**config.mk**
```make
export PLATFORM = sky130hd
export DESIGN_NAME = param_updown_counter
export DESIGN_NICKNAME = d
export VERILOG_FILES = /design/src/rtl/updown_counter_pkg.sv /design/src/rtl/updown_next_calc.sv /design/src/rtl/param_updown_counter.sv
export SDC_FILE = /design/constraint.sdc
export NUM_CORES = 1
export LEC_CHECK = 0
export ABC_AREA = 1
export BUFFER_PORTS_ARGS = -buffer_cell sky130_fd_sc_hd__buf_4
export CAP_MARGIN = 20
export CORE_AREA = 3 3 40 42
export DETAILED_ROUTE_END_ITERATION = 6
export DIE_AREA = 0 0 43 45
export GPL_TIMING_DRIVEN = 0
export PLACE_DENSITY_LB_ADDON = 0.2
export SLEW_MARGIN = 20
export SYNTH_ARGS = -nofsm -noshare
export SYNTH_HDL_FRONTEND = slang
export SYNTH_SLANG_ARGS = --single-unit
export TNS_END_PERCENT = 5
```
**constraint.sdc**
```tcl
create_clock -name clk -period 2.2 [get_ports clk]
set_clock_uncertainty 0.1 [all_clocks]
set_input_delay 0.44 -clock clk [delete_from_list [all_inputs] [get_ports clk]]
set_output_delay 0.44 -clock clk [all_outputs]
set_load 0.1 [all_outputs]
```
**src/rtl/updown_counter_pkg.sv**
```systemverilog
// updown_counter_pkg: direction encoding and WIDTH/MODULUS legality check shared by the counter files.
// UPDOWN_COUNTER_SATURATE_EN selects saturating instead of wrapping behaviour in updown_next_calc.
package updown_counter_pkg;

    typedef enum logic {
        DIR_DOWN = 1'b0,
        DIR_UP   = 1'b1
    } dir_e;

    localparam int WIDTH_MIN = 2;
    localparam int WIDTH_MAX = 32;

    function automatic bit cfg_legal(input int w, input longint m);
        return (w >= WIDTH_MIN) && (w <= WIDTH_MAX) && (m >= 2) && (m <= (64'sd1 <<< w));
    endfunction

endpackage

```
**src/rtl/updown_next_calc.sv**
```systemverilog
// updown_next_calc: combinational next-count, terminal-count and clamped load value.
// UPDOWN_COUNTER_SATURATE_EN holds the count at the boundary instead of wrapping.
module updown_next_calc
    import updown_counter_pkg::*;
#(
    parameter int     WIDTH   = 4,
    parameter longint MODULUS = 16
) (
    input  logic [WIDTH-1:0] i_count,
    input  logic             i_ud,
    input  logic [WIDTH-1:0] i_din,
    output logic [WIDTH-1:0] o_next,
    output logic [WIDTH-1:0] o_load_val,
    output logic             o_tc
);

    localparam logic [WIDTH:0] MODV = (WIDTH+1)'(MODULUS);
    localparam logic [WIDTH:0] MAXV = (WIDTH+1)'(MODULUS - 1);

    logic [WIDTH:0] w_up;
    logic [WIDTH:0] w_dn;
    logic           w_dir_up;

    // One extra bit keeps MODULUS = 2**WIDTH free of a spurious carry.
    assign w_up     = {1'b0, i_count} + (WIDTH+1)'(1);
    assign w_dn     = {1'b0, i_count} - (WIDTH+1)'(1);
    assign w_dir_up = (dir_e'(i_ud) == DIR_UP);

    always_comb begin
        o_tc       = w_dir_up ? (w_up == MODV) : w_dn[WIDTH];
        o_load_val = ({1'b0, i_din} >= MODV) ? MAXV[WIDTH-1:0] : i_din;
`ifdef UPDOWN_COUNTER_SATURATE_EN
        o_next     = o_tc ? i_count : (w_dir_up ? w_up[WIDTH-1:0] : w_dn[WIDTH-1:0]);
`else
        o_next     = o_tc ? (w_dir_up ? '0 : MAXV[WIDTH-1:0])
                          : (w_dir_up ? w_up[WIDTH-1:0] : w_dn[WIDTH-1:0]);
`endif
    end

endmodule

```
**src/rtl/param_updown_counter.sv**
```systemverilog
// param_updown_counter: modulo up/down counter with load, tc, wrap pulse and sticky ovf.
// Define UPDOWN_COUNTER_SATURATE_EN to saturate at the boundary instead of wrapping.
module param_updown_counter
    import updown_counter_pkg::*;
#(
    parameter int     WIDTH   = 4,
    parameter longint MODULUS = 16
) (
    input  logic             clk,
    input  logic             rst,
    input  logic             en,
    input  logic             ud,
    input  logic             load,
    input  logic [WIDTH-1:0] din,
    input  logic             clr_ovf,
    output logic [WIDTH-1:0] count,
    output logic             tc,
    output logic             wrap,
    output logic             ovf
);

    if (!cfg_legal(WIDTH, MODULUS)) begin : g_cfg_bad
        $error("param_updown_counter: illegal WIDTH/MODULUS combination");
    end

    logic [WIDTH-1:0] r_count;
    logic             r_wrap;
    logic             r_ovf;
    logic [WIDTH-1:0] w_next;
    logic [WIDTH-1:0] w_load_val;
    logic             w_tc;
    logic             w_event;

    updown_next_calc #(
        .WIDTH   (WIDTH),
        .MODULUS (MODULUS)
    ) u_next (
        .i_count    (r_count),
        .i_ud       (ud),
        .i_din      (din),
        .o_next     (w_next),
        .o_load_val (w_load_val),
        .o_tc       (w_tc)
    );

    // A boundary event is an enabled step from tc; load overrides it.
    assign w_event = !load && en && w_tc;

    always_ff @(posedge clk) begin
        if (rst) begin
            r_count <= '0;
            r_wrap  <= 1'b0;
            r_ovf   <= 1'b0;
        end else begin
            r_count <= load ? w_load_val : (en ? w_next : r_count);
            r_wrap  <= w_event;
            r_ovf   <= w_event || (r_ovf && !clr_ovf);
        end
    end

    assign count = r_count;
    assign tc    = w_tc;
    assign wrap  = r_wrap;
    assign ovf   = r_ovf;

endmodule

```
==> qor.txt, run 1 <==
status: finished, final reports clean
Setup CP Type: reg -> out
routing usage on met1: 14.0%
setup_tns: 0 ps
Via density: 4.71
non-filler instance count after layout: 100
Worst setup SP type: flip-flop
Final ANT Viol Nets: 0
DP Wirelength: 734 µm
Critical Path AT: 1540 ps
fraction of layout cells with a size suffix above 1: 32.9%
largest net degree at the start of global routing: 9
Slew Limit Headroom: 79.9%
Reg2Reg Depth: 7
Final Net Count: 100
Num CTS Buffers: 3
Yosys reg bits: 6
vias in the first global route: 378
Clock power frac: 27.2%
postcts setup bufs: 0
syn_area_per_cell: 6.27 µm²
GRT Total Usage: 11.1%
Worst R2R Setup Slack: 790 ps
Worst Tran Pin Value: 300 ps
Max Cap Viol: 0
commonest non-fill, non-tap cell in the layout: nand2_1
Worst Setup SP: count[1]
storage element area: 125 µm²
CTS root buffer: clkbuf_4
crit share post-route: 94.6%
Rows: 13
Mapped Cells: 66
Placed Cells: 97
post-synthesis sequential area ratio: 29.0%
Synth Warn #: 0
clock transition at the registers of the reported paths: 50 ps
grt met2 use: 16.8%
WP data required: 1660 ps
Max H-tree Level: 1
Post-Syn Area: 414 µm²
Layout area overhead: 41.4%
# diodes: 0
Multi-input gate area: 265 µm²
fmax: 481 MHz
grt met3 use: 6.37%
fin crit period: 2080 ps
die width: 43 µm
critical path peak fanout: 8
DRC Markers: 0
DR WL/cell: 9.15 µm
core area: 1280 µm²
drt total wl: 915 µm
RSZ-0062 raised after global routing: false
Pins Over Slew Limit: 0
CTS tree: built
post-cts sizing count: 0
worst setup path endpoint: tc
Die ar.: 1940 µm²
R2R Path End: count[1]
Static Leakage: 0.000301 µW
PwrDens: 659 nW/µm²
DRT iter0 DRCs: 5
IO Port Bufs: 16
Switch Pwr: 162 µW
highest-count cells in the layout ignoring fill and taps: nand2_1, buf_4, nor2_1
Pint: 224 µW
initial antenna violation count: 0
GP Congestion: 0.693
Switching Fraction: 41.9%
chip height: 45 µm
Distinct cells, synth: 14
Flop pwr share: 33.9%
Initial Utilization: 32.2%
via count: 471
Hold Violations, Final: 0
clk sinks: 6
Hold Crit Class: in -> reg
Crit. End Element: output pin
clock buffer depth: 2
GR Overflow Total: 0
clk_lat worst skew: 250 ps
Mapped Nets: 79
first-pass GRT wire length: 1590 µm
Worst VDD drop: 0.363 mV
1st-pass router iterations: 4
power share of the combinational group: 38.9%
final setup vio count: 0
gr busiest metal: met2
CTS hold repair buffers: 0
Fillers: 141
IO Pins: 17
RR Startpoint: count[0]
[cell usage after synthesis]
| library cell | n | area [µm²] |
|---|---|---|
| nor2_1 | 11 | 41.3 |
| a21oi_2 | 2 | 17.5 |
| nand2_2 | 3 | 18.8 |
| nand4_1 | 1 | 6.26 |
| nand3_1 | 4 | 20.0 |
| a22oi_1 | 1 | 7.51 |
| a31oi_1 | 1 | 6.26 |
| inv_1 | 9 | 33.8 |
| xnor2_1 | 1 | 8.76 |
| a21oi_1 | 4 | 20.0 |
| dfxtp_1 | 6 | 120 |
| nand2_1 | 19 | 71.3 |
| ha_1 | 3 | 37.5 |
| o21ai_0 | 1 | 5.00 |
[stage by stage]
| stage | setup WS, ps | util (%) | total power, µW | cell area [µm²] | hold WS [ps] |
|---|---|---|---|---|---|
| floorplan | 92.9 | - | 243 | 424 | 402 |
| finish | 119 | 45.6 | 386 | 586 | 302 |
| detailed placement | 354 | 43.8 | 284 | 563 | 369 |
| global placement | 353 | 43.8 | 283 | 563 | 363 |
| CTS | 118 | 45.6 | 391 | 586 | 295 |
| global route | 4.42 | 45.6 | 409 | 586 | 304 |
[cell type report]
type	count	share of cell area (%)
multi-input combinational	51	45.3
sequential	6	21.4
timing repair buffer	16	20.5
inverter	9	5.77
clock buffer	3	3.85
tap	15	3.21
[flip-flops by register name (all words and copies together), names as in the netlist]
register  count
count         4
ovf           1
wrap          1
[metal layers]
metal / up-vias / share of wire, % / wire, µm
met1: 210 / 47 / 426
met5: - / 0 / 0
li1: 250 / - / -
met2: 11 / 45 / 409
met3: 0 / 8.6 / 79
met4: 0 / 0 / 0
[worst min-delay path by stage]
| stage | start | end | slack, ps | cells past startpoint |
|---|---|---|---|---|
| global placement | ovf | ovf | 360 | 2 |
| detailed placement | ovf | ovf | 370 | 2 |
| finish | rst | ovf | 300 | 2 |
| global route | rst | ovf | 300 | 2 |
| CTS | rst | count[0] | 300 | 2 |
| floorplan | rst | count[1] | 400 | 1 |
[worst max-delay path, cell delays in order, from the launching register on]
cell     delay (ps)
dfxtp_2         400
ha_1            180
nand2_2          60
nor2_1          100
nand4_1         160
nand2_4         110
buf_4           290
[cell families (layout without fill, tap and decap cells)]
group,count (synthesis),after routing,synth area share (%)
and+or+nand+nor,38,38,38.1
xor gates and xnor gates,1,1,2.12
DFF,6,6,29.0
buffers and inverters,9,28,8.16
adders and majority gates,3,3,9.06
AOI/OAI and AO/OA,9,9,13.6
[power by group through the flow]
stage	Sequential, µW	Combinational [µW]	Clock [µW]
6_report	131	150	105
5_1_grt	132	164	113
4_1_cts	131	151	109
3_5_place_dp	133	151	0
3_3_place_gp	133	150	0
2_1_floorplan	182	61.1	0
No activity file was read; power rests on OpenSTA's default activity.
==> run 2: changes to the inputs <==
--- a/config.mk
+++ b/config.mk
@@ -9,7 +9,9 @@
 export BUFFER_PORTS_ARGS = -buffer_cell sky130_fd_sc_hd__buf_4
 export CAP_MARGIN = 20
-export CORE_AREA = 3 3 40 42
+export CELL_PAD_IN_SITES_DETAIL_PLACEMENT = 0
+export CELL_PAD_IN_SITES_GLOBAL_PLACEMENT = 2
+export CORE_MARGIN = 3
+export CORE_UTILIZATION = 23
 export DETAILED_ROUTE_END_ITERATION = 6
-export DIE_AREA = 0 0 43 45
 export GPL_TIMING_DRIVEN = 0
 export PLACE_DENSITY_LB_ADDON = 0.2
==> constraint.sdc (replaced) <==
create_clock -name clk -period 2.2 [get_ports clk]
set_clock_uncertainty 0.1 [all_clocks]
set_input_delay 0.33 -clock clk [delete_from_list [all_inputs] [get_ports clk]]
set_output_delay 0.33 -clock clk [all_outputs]
set_load 0.1 [all_outputs]
==> run 2 against run 1 <==
Against the previous run:
- routed wire length rose by 11%
- combinational power about the same
- highest routed layer unchanged
- cell count up 9.0%
- fmax is 6.1% higher
- non-clock buffer count unchanged
- global-route usage shrank 1.6 points
- register-to-register slack barely moved
- clock power barely moved
- sequential cell count unchanged
- sequential share of layout area is 0.39 points lower
==> qor.txt, run 2 (same netlist as run 1, synthesis figures left out) <==
status: finished, final reports clean (unchanged)
flip-flop count of the largest register after layout: 4 (unchanged)
R2R Path End: count[3] (was count[1])
Initial Utilization: 26.0% (was 32.2%)
Worst VDD drop: 0.271 mV (was 0.363 mV)
DRC Markers: 0 (unchanged)
DR WL/cell: 9.34 µm (was 9.15 µm)
GRT Total Usage: 9.49% (was 11.1%)
RSZ-0062 raised after global routing: false (unchanged)
# diodes: 0 (unchanged)
fmax: 510 MHz (was 481 MHz)
fin crit period: 1960 ps (was 2080 ps)
final setup vio count: 0 (unchanged)
DP Wirelength: 813 µm (was 734 µm)
crit share post-route: 89.1% (was 94.6%)
Max Cap Viol: 0 (unchanged)
Worst R2R Setup Slack: 780 ps (was 790 ps)
Placed Cells: 106 (was 97)
die width: 48.4 µm (was 43 µm)
Hold EP: ovf (unchanged)
IO Pins: 17 (unchanged)
Pins Over Slew Limit: 0 (unchanged)
PwrDens: 652 nW/µm² (was 659 nW/µm²)
hold-critical path depth: 2 (unchanged)
DRT iter0 DRCs: 9 (was 5)
clock buffer depth: 2 (unchanged)
clk sinks: 6 (unchanged)
Via density: 4.11 (was 4.71)
Fillers: 188 (was 141)
non-filler instance count after layout: 109 (was 100)
setup_tns: 0 ps (unchanged)
IO Port Bufs: 16 (unchanged)
clock transition at the registers of the reported paths: 50 ps (about the same)
fraction of layout cells with a size suffix above 1: 31.8% (was 32.9%)
critical path peak fanout: 8 (unchanged)
post-cts sizing count: 0 (unchanged)
Pwr Total: 385 µW (was 386 µW)
Worst setup SP type: flip-flop (unchanged)
postcts setup bufs: 0 (unchanged)
Max H-tree Level: 1 (unchanged)
Crit. End Element: output pin (unchanged)
RR Startpoint: count[0] (unchanged)
Rows: 14 (was 13)
highest-count cells in the layout ignoring fill and taps: nand2_1, buf_4, nor2_1 (unchanged)
Layout area overhead: 42.6% (was 41.4%)
largest net degree at the start of global routing: 9 (unchanged)
vias in the first global route: 411 (was 378)
core area: 1590 µm² (was 1280 µm²)
Setup CP Type: reg -> out (unchanged)
drt total wl: 1020 µm (was 915 µm)
CTS root buffer: clkbuf_4 (unchanged)
chip height: 48.4 µm (was 45 µm)
via count: 448 (was 471)
Reg2Reg Depth: 8 (was 7)
Final Net Count: 100 (unchanged)
Die ar.: 2350 µm² (was 1940 µm²)
Num CTS Buffers: 3 (unchanged)
min-delay src: rst (unchanged)
Final ANT Viol Nets: 0 (unchanged)
Worst Tran Pin Value: 346 ps (was 300 ps)
CTS tree: built (unchanged)
GP Congestion: 0.718 (was 0.693)
1st-pass router iterations: 4 (unchanged)
Static Leakage: 0.000300 µW (was 0.000301 µW)
WP data required: 1770 ps (was 1660 ps)
GR Overflow Total: 0 (unchanged)
commonest non-fill, non-tap cell in the layout: nand2_1 (unchanged)
Hold Crit Class: in -> reg (unchanged)
CTS hold repair buffers: 0 (unchanged)
clk_lat worst skew: 250 ps (about the same)
initial antenna violation count: 0 (unchanged)
first-pass GRT wire length: 1700 µm (was 1590 µm)
Critical Path AT: 1530 ps (was 1540 ps)
Slew Limit Headroom: 76.8% (was 79.9%)
Hold Violations, Final: 0 (unchanged)
## run 2: layer usage
layer / global-route usage [%] / share of wire [%] / vias up
met4: 1.42 / 0 / 0
met2: 13.8 / 45 / 14
met5: 0 / 0 / -
li1: - / - / 245
met1: 11.2 / 47 / 189
met3: 7.36 / 8.5 / 0
## run 2: how the worst max path moves through the flow
stage,to,from
floorplan,tc,count[2]
global placement,tc,count[0]
detailed placement,tc,count[0]
CTS,tc,count[0]
global route,tc,count[0]
finish,tc,count[0]
## run 2: critical path: stages (launching register included)
cell and delay (ps):
dfxtp_2 400, inv_1 80, ha_1 200, nand2_1 110
inv_1 70, nand2_1 110, nand2_2 80, buf_4 230
## run 2: area by class of cell
class                           instances  area, µm²  share of cell area (%)
Sequential cell                         6        124                    21.0
Tap cell                               24       30.0                    5.08
Inverter                                9       33.8                    5.72
Clock buffer                            3       22.5                    3.81
Timing Repair Buffer                   16        120                    20.3
Multi-Input combinational cell         51        260                    44.1
## run 2: through the flow
step	hold WS, ps	cell area (µm²)	utilization (%)	setup slack, ps
after global routing	182	591	37.0	114
after CTS	183	591	37.0	225
after floorplan	292	418	-	47.6
after global placement	368	568	35.6	494
after detailed placement	374	568	35.6	495
final	184	591	37.0	239
## run 2: where the power goes
part,leakage (µW),total [µW],switching [µW],internal (µW)
clock network,0.0000138,105,43.1,61.9
logic,0.000235,149,106,43.6
registers,0.0000503,131,13.2,117
